==> src/rtl/link_tx_scheduler.sv <==
// link_tx_scheduler
//   Shares the single inter-board serial wire between four message sources (connect, start,
//   game-finish, cell-update). Each request is latched as pending, one pending message is granted
//   at a time by fixed priority (finish > start > connect > cell), and the granted message is
//   serialized LSB first as: START(0) | id[1:0] | payload | [parity] | STOP(1).
//   Every bit lasts BIT_CYCLES clocks.
//
//   Optional feature macro: LINK_PARITY_EN
//     defined   -> an even-parity bit over id and payload is sent between DATA and STOP
//     undefined -> DATA goes straight to STOP
//
// Ports
//   clk             system clock
//   reset           asynchronous, active-high
//   link_enable_i   1 = new frames may be granted; a frame in progress always completes
//   req_connect_i   request pulse, msg id 0
//   req_start_i     request pulse, msg id 1
//   req_finish_i    request pulse, msg id 2
//   req_cell_i      request pulse, msg id 3; cell_payload_i sampled on the same edge
//   cell_payload_i  cell-update payload: cell index [6:0], digit [10:7]
//   link_tx_o       registered serial line, idle high
//   busy_o          high from START through the end of STOP
//   grant_o         one-hot {cell,finish,start,connect}, pulsed in the first START cycle
//   frame_done_o    pulse in the first IDLE cycle after STOP
//   cell_dropped_o  pulse when req_cell overwrites a still-pending cell payload
module link_tx_scheduler #(
  parameter int unsigned BIT_CYCLES = 16,
  parameter int unsigned PAYLOAD_W  = 11
) (
  input  logic                 clk,
  input  logic                 reset,
  input  logic                 link_enable_i,
  input  logic                 req_connect_i,
  input  logic                 req_start_i,
  input  logic                 req_finish_i,
  input  logic                 req_cell_i,
  input  logic [PAYLOAD_W-1:0] cell_payload_i,
  output logic                 link_tx_o,
  output logic                 busy_o,
  output logic [3:0]           grant_o,
  output logic                 frame_done_o,
  output logic                 cell_dropped_o
);

  localparam int unsigned TimerW = (BIT_CYCLES > 2) ? $clog2(BIT_CYCLES) : 1;
  localparam int unsigned CntW   = $clog2(PAYLOAD_W + 1);
`ifdef LINK_PARITY_EN
  localparam int unsigned FrameW = PAYLOAD_W + 3;
`else
  localparam int unsigned FrameW = PAYLOAD_W + 2;
`endif

  typedef enum logic [2:0] {StIdle, StStart, StId, StData, StParity, StStop} state_e;

  state_e               state_q, state_d;
  logic [TimerW-1:0]    timer_q, timer_d;
  logic [CntW-1:0]      cnt_q, cnt_d;
  logic [FrameW-1:0]    shift_q, shift_d;
  logic [3:0]           pend_q, pend_d;
  logic [PAYLOAD_W-1:0] payload_q, payload_d;
  logic                 link_tx_q, link_tx_d;
  logic                 busy_q, busy_d;
  logic [3:0]           grant_q, grant_d;
  logic                 frame_done_q, frame_done_d;
  logic                 dropped_q, dropped_d;

  logic [3:0]           req;
  logic [3:0]           sel;
  logic [3:0]           gnt;
  logic                 start_frame;
  logic                 bit_end;
  logic [1:0]           sel_id;
  logic [PAYLOAD_W-1:0] sel_payload;
  logic [FrameW-1:0]    frame_load;

  assign req = {req_cell_i, req_finish_i, req_start_i, req_connect_i};

  // Fixed priority: finish > start > connect > cell.
  always_comb begin
    sel = 4'b0000;
    if (pend_q[2])      sel = 4'b0100;
    else if (pend_q[1]) sel = 4'b0010;
    else if (pend_q[0]) sel = 4'b0001;
    else if (pend_q[3]) sel = 4'b1000;
  end

  assign start_frame = (state_q == StIdle) && link_enable_i && (pend_q != 4'b0000);
  assign gnt         = start_frame ? sel : 4'b0000;
  assign bit_end     = (timer_q == TimerW'(BIT_CYCLES - 1));

  assign sel_id      = {sel[3] | sel[2], sel[3] | sel[1]};
  assign sel_payload = sel[3] ? payload_q : '0;
`ifdef LINK_PARITY_EN
  assign frame_load  = {^{sel_payload, sel_id}, sel_payload, sel_id};
`else
  assign frame_load  = {sel_payload, sel_id};
`endif

  // Pending flags: a request on the granting edge re-sets the flag (set wins).
  always_comb begin
    pend_d    = (pend_q & ~gnt) | req;
    payload_d = req_cell_i ? cell_payload_i : payload_q;
    // A cell being granted on this edge has already been captured, so it is not dropped.
    dropped_d = req_cell_i & pend_q[3] & ~gnt[3];
  end

  // FSM: state register
  always_ff @(posedge clk or posedge reset) begin
    if (reset) state_q <= StIdle;
    else       state_q <= state_d;
  end

  // FSM: next state
  always_comb begin
    state_d = state_q;
    unique case (state_q)
      StIdle:   if (start_frame) state_d = StStart;
      StStart:  if (bit_end) state_d = StId;
      StId:     if (bit_end && cnt_q == CntW'(1)) state_d = StData;
      StData: begin
        if (bit_end && cnt_q == CntW'(PAYLOAD_W - 1)) begin
`ifdef LINK_PARITY_EN
          state_d = StParity;
`else
          state_d = StStop;
`endif
        end
      end
      StParity: if (bit_end) state_d = StStop;
      StStop:   if (bit_end) state_d = StIdle;
      default:  state_d = StIdle;
    endcase
  end

  // Bit timer, bit counter and shift register.
  always_comb begin
    timer_d = (state_q == StIdle || bit_end) ? '0 : timer_q + 1'b1;
    if (state_d != state_q)  cnt_d = '0;
    else if (bit_end)        cnt_d = cnt_q + 1'b1;
    else                     cnt_d = cnt_q;
    shift_d = shift_q;
    if (start_frame) begin
      shift_d = frame_load;
    end else if (bit_end && (state_q == StId || state_q == StData)) begin
      shift_d = shift_q >> 1;
    end
  end

  // FSM outputs, decoded from the next state so they come straight out of flops.
  always_comb begin
    link_tx_d    = 1'b1;
    busy_d       = (state_d != StIdle);
    grant_d      = gnt;
    frame_done_d = (state_q == StStop) && (state_d == StIdle);
    unique case (state_d)
      StStart:                link_tx_d = 1'b0;
      StId, StData, StParity: link_tx_d = shift_d[0];
      default:                link_tx_d = 1'b1;
    endcase
  end

  always_ff @(posedge clk or posedge reset) begin
    if (reset) begin
      timer_q      <= '0;
      cnt_q        <= '0;
      shift_q      <= '0;
      pend_q       <= 4'b0000;
      payload_q    <= '0;
      link_tx_q    <= 1'b1;
      busy_q       <= 1'b0;
      grant_q      <= 4'b0000;
      frame_done_q <= 1'b0;
      dropped_q    <= 1'b0;
    end else begin
      timer_q      <= timer_d;
      cnt_q        <= cnt_d;
      shift_q      <= shift_d;
      pend_q       <= pend_d;
      payload_q    <= payload_d;
      link_tx_q    <= link_tx_d;
      busy_q       <= busy_d;
      grant_q      <= grant_d;
      frame_done_q <= frame_done_d;
      dropped_q    <= dropped_d;
    end
  end

  assign link_tx_o      = link_tx_q;
  assign busy_o         = busy_q;
  assign grant_o        = grant_q;
  assign frame_done_o   = frame_done_q;
  assign cell_dropped_o = dropped_q;

endmodule

==> config.mk <==
export PLATFORM = sky130hd
export DESIGN_NAME = link_tx_scheduler
export DESIGN_NICKNAME = d
export VERILOG_FILES = /design/src/rtl/link_tx_scheduler.sv
export SDC_FILE = /design/constraint.sdc
export NUM_CORES = 1
export LEC_CHECK = 0
export CAP_MARGIN = 25
export CORE_UTILIZATION = 40
export CTS_BUF_LIST = sky130_fd_sc_hd__clkbuf_4
export CTS_CLUSTER_SIZE = 8
export DETAILED_ROUTE_END_ITERATION = 16
export PLACE_DENSITY = 0.66
export SYNTH_ARGS = -nofsm -noshare
export SYNTH_HDL_FRONTEND = slang
export SYNTH_SLANG_ARGS = --single-unit
==> constraint.sdc <==
create_clock -name clk -period 1.8 [get_ports clk]
set_clock_uncertainty 0.2 [all_clocks]
set_input_delay 0.36 -clock clk [delete_from_list [all_inputs] [get_ports clk]]
set_output_delay 0.36 -clock clk [all_outputs]
set_load 0.05 [all_outputs]
==> impl.org, run 1 <==
** Detailed routing
- Antenna-violating nets left :: 0
- The routed layout has 1,519 vias.
- In the final routed layout, each cell accounts on average for 13.3 um.
- The first routing iteration left 65 violations.
- For this run, design rule violations remaining after detail routing come to 0.
- Top routing layer used :: met4
- Ratio of routed vias to standard cells :: 4.85
- The first TritonRoute pass finished after 4 iterations.
- Routed wl met2 :: 1970 um
- WL met1 :: slightly below 2000 um
- Routed wire length on met3 :: 121 um
- Routed wire length :: roughly 4200 um

** Critical path
- STA classifies the critical path startpoint as a flop.
- Crit-path max FO :: 4
- Among cell families on the critical path, the largest total delay comes from compound AO/OA/AOI/OAI gates.
- Kind of end point of the critical path :: flop
- Worst setup path class :: reg -> reg
- Data on the critical path is required at its endpoint by 1860 ps.
- Traced cell by cell, the critical path runs through o41ai_4 -> o311a_1 -> inv_2 -> or3_1.
- The largest single stage delay on the critical path is approximately 460 ps.
- Data arrival time at the worst-slack endpoint :: 1990 ps
- Critical path buffer and inverter count :: 1
- Slowest CP cell :: o41ai_4

** Clocking
- Maximum count of clock buffers along a single path :: 2
- CTS placed an instance of clkbuf_4 at the clock tree root.
- Clock edge transition at the registers on the reported setup and hold paths :: 150 ps
- TritonCTS built the clock tree.
- Clock sink total :: between 40 and 50
- Number of H-tree branching levels :: 2
- In this run, CTS created clock tree buffers numbering 5.
- Clock latency on the worst-skew pair, taken at its later pin, is 370 ps.

** Status
- The final reports fail on setup timing.
- The run finished, with violations left.

** Die
- Number of top-level pins :: 26
- The floorplan step set the die height to 75.0 um.
- Number of rows in the core area :: 26
- Std-Cell Core Area :: 5110 sq um
- For this configuration, the core starts out at a cell density of 0.417.
- Floorplan die area :: 5630 sq um
- Horizontal die dimension :: 75.0 um

** Timing
- Worst setup margin :: -130 ps
- The number of pins with negative max-slew slack in the final report was 0.
- Crit share post-route :: 1.07
- Setup repair after global routing could not meet its margin everywhere.
- Period minus WS final :: between 1500 and 2000 ps
- Transition time of the tightest slew-check pin :: 420 ps
- In this run the tightest slew margin relative to its limit is 0.718.
- Setup violations remaining at the end of the flow were counted as 21.
- Final Hold Vio Count :: 0
- Based on the critical path, the design can be clocked at up to 518 MHz.

** Yosys
- Counting every net in the synthesized netlist gives 199.
- Number of synthesized flops with an enable pin :: 0
- The most used flip-flop cell after synthesis is dfrtp_1.
- Synth async-reset ratio :: 1.00
- Synthesis inferred 47 register bits.
- Average cell area after synthesis :: ~12 sq um
- Proportion of synthesized chip area in sequential cells :: 0.552
- Counting every instance in the synthesized netlist gives 177.
- The Yosys step of the flow raised 0 warnings.
- Synth Cell Area :: 2130 sq um
- Netlist cell types :: 46

** Power and ir drop
- Overall power consumption after layout is estimated at 1.74 mW.
- Leak :: approximately 1.3 nW
- Power density over the cells :: between 500 and 600 nW/um^2
- IR analysis of the VDD net gives a maximum drop of 232 uV.

** Layout
- 0 antenna diodes ended up in the layout.
- Compared with the post-synthesis result, the final layout area differs by 39.0%.
- Sequential standard cell area :: 1180 sq um
- Of the cells placed in the final design, the portion with a size suffix greater than 1 is 0.407.
- Combined area of the multi-input logic cells :: approximately 980 sq um
- Number of nets in the final layout :: 264
- Final instance area :: 2960 sq um
- Layout filler cell count :: between 400 and 500

** Placed design
- The placed instances occupy a cell area of around 2700 sq um.
- Final estimated routing congestion in global placement :: 0.762
- Summed over all nets, the half-perimeter wirelength after detailed placement is 2930 um.
- Setup Slack @ Placement :: -482 ps
- In this run the tool buffered the top-level ports with 25 buffer cells.

** Worst hold path
- In this run the worst hold path is classified as in -> async.

** GRT
- Remaining global-route overflow :: 0
- Entering global routing, the biggest net connects 19 pins.
- Wire length of the first global-routing pass :: between 6000 and 7000 um
- The initial antenna violation count was 0.
- For this run, the total global-route usage over all layers was measured as 0.164.
- The number of global-route vias before repair was 1,484.

** Job
- Across the run, the number of max-cap violations was 0.
Yosys cell counts, drive strengths merged (2+ instances only):
| library cell | n | area share |
|---|---|---|
| nand2b | 2 | 0.0059 |
| nor3 | 3 | 0.0070 |
| xnor2 | 2 | 0.0082 |
| inv | 8 | 0.014 |
| o21ai | 5 | 0.012 |
| dfrtp | 46 | 0.54 |
| a22o | 3 | 0.012 |
| xor2 | 3 | 0.012 |
| ha | 4 | 0.023 |
| a21oi | 3 | 0.0070 |
| buf | 6 | 0.026 |
| a211oi | 2 | 0.0070 |
| nand4 | 2 | 0.0059 |
| mux2 | 11 | 0.058 |
| and2 | 3 | 0.0088 |
| nor2b | 3 | 0.0088 |
| and3 | 2 | 0.0059 |
| nand2 | 6 | 0.011 |
| nand3 | 4 | 0.012 |
| nor2 | 32 | 0.069 |
| a221oi | 10 | 0.065 |
| a21o | 3 | 0.011 |
cell families (layout without fill, tap and decap cells):
logic type | count (synthesis) | count (layout) | synth area share
xor+xnor | 5 | 5 | 0.0205
mux | 11 | 11 | 0.0581
buf+inv | 16 | 82 | 0.0440
flops | 47 | 47 | 0.552
fa+ha+maj | 4 | 4 | 0.0235
compound gates | 33 | 33 | 0.144
simple gates | 61 | 61 | 0.158
worst paths after layout:
kind	startpoint	to	slack, ps	cells past startpoint
worst min register to register	shift_q[1]	shift_q[1]	310	2
worst min-delay path	reset	shift_q[0]	40	2
worst max-delay path	pend_q[1]	busy_o	-130	4
max in group asynchronous	reset	cnt_q[3]	890	3
worst max register to register	pend_q[1]	busy_o	-130	4
min in group clk	shift_q[1]	shift_q[1]	310	2
stage by stage:
stage               cells  TNS, ps  utilization  hold WS, ps
floorplan             177     -394            -          232
global placement      300    -8900        0.532          270
detailed placement    300    -9520        0.532          277
CTS                   310    -1980        0.554         37.3
global route          313    -3540        0.580         43.0
finish                313    -1970        0.580         42.9
worst register-to-register path: stages, from the launching register on:
cell	delay, ps
dfrtp_1	440
o41ai_4	460
o311a_1	370
inv_2	50
or3_1	300
flip-flops by register name, indices dropped and copies added (netlist names):
signal          cells
link_tx_o           1
state_q             3
pend_q              4
frame_done_o        1
cell_dropped_o      1
cnt_q               4
timer_q             4
grant_o             4
payload_q          11
busy_o              1
shift_q            13
where the power goes:
group          internal (mW)  switching, mW  total (mW)  leakage [nW]
registers               1.08         0.0235        1.11         0.585
clock network          0.157          0.361       0.518        0.0314
logic                 0.0702         0.0448       0.115         0.678
total                   1.31          0.429        1.74          1.29
layer usage:
metal	track usage	up-vias
met5	0	-
met4	0.0692	0
met3	0.0402	7
met2	0.251	25
met1	0.221	731
li1	-	756
repair_timing:
action | 4_1_cts | 5_1_grt
pin swaps | 9 | 10
hold buffers | 0 | 0
endpoints found under the setup margin | 20 | 19
cloned | 0 | 1
setup buffers | 2 | 3
gates resized for setup | 6 | 17
placed cells by master (no fill, tap or decap), types with 4 or more instances in the layout:
cell type / instances
buf_4: 37
mux2_2: 11
clkdlybuf4s50_1: 17
inv_1: 6
a221oi_2: 4
a221oi_4: 5
dfrtp_1: 46
buf_12: 5
nor2_1: 23
nand2_1: 6
clkbuf_4: 5
nor2_2: 8
buf_6: 5
cell type report:
cell class                      count  share of cell area
Inverter                            9              0.0139
Tap cell                           70              0.0295
Timing Repair Buffer               64               0.204
Sequential cell                    47               0.397
Clock inverter                      3             0.00844
Multi-Input combinational cell    114               0.332
Clock buffer                        5              0.0127
Timing Repair inverter              1             0.00211
Note: power is estimated with default switching activity, not from simulation.
==> inputs of run 2 (changes only) <==
--- a/config.mk
+++ b/config.mk
@@ -5,12 +5,13 @@
 export SDC_FILE = /design/constraint.sdc
 export NUM_CORES = 1
 export LEC_CHECK = 0
-export CAP_MARGIN = 25
+export CAP_MARGIN = 0
 export CORE_UTILIZATION = 40
 export CTS_BUF_LIST = sky130_fd_sc_hd__clkbuf_4
 export CTS_CLUSTER_SIZE = 8
 export DETAILED_ROUTE_END_ITERATION = 16
 export PLACE_DENSITY = 0.66
+export SLEW_MARGIN = 25
 export SYNTH_ARGS = -nofsm -noshare
 export SYNTH_HDL_FRONTEND = slang
 export SYNTH_SLANG_ARGS = --single-unit
==> results of run 2 <==
Same layout as run 1: the final DEF is identical, and so are final timing and power.
==> inputs of run 3 (changes only) <==
--- a/config.mk
+++ b/config.mk
@@ -10,6 +10,7 @@
 export CTS_BUF_LIST = sky130_fd_sc_hd__clkbuf_4
 export CTS_CLUSTER_SIZE = 8
 export DETAILED_ROUTE_END_ITERATION = 16
+export GPL_ROUTABILITY_DRIVEN = 1
 export PLACE_DENSITY = 0.66
 export SLEW_MARGIN = 25
 export SYNTH_ARGS = -nofsm -noshare
==> results of run 3 <==
Same layout as run 1: the final DEF is identical, and so are final timing and power.
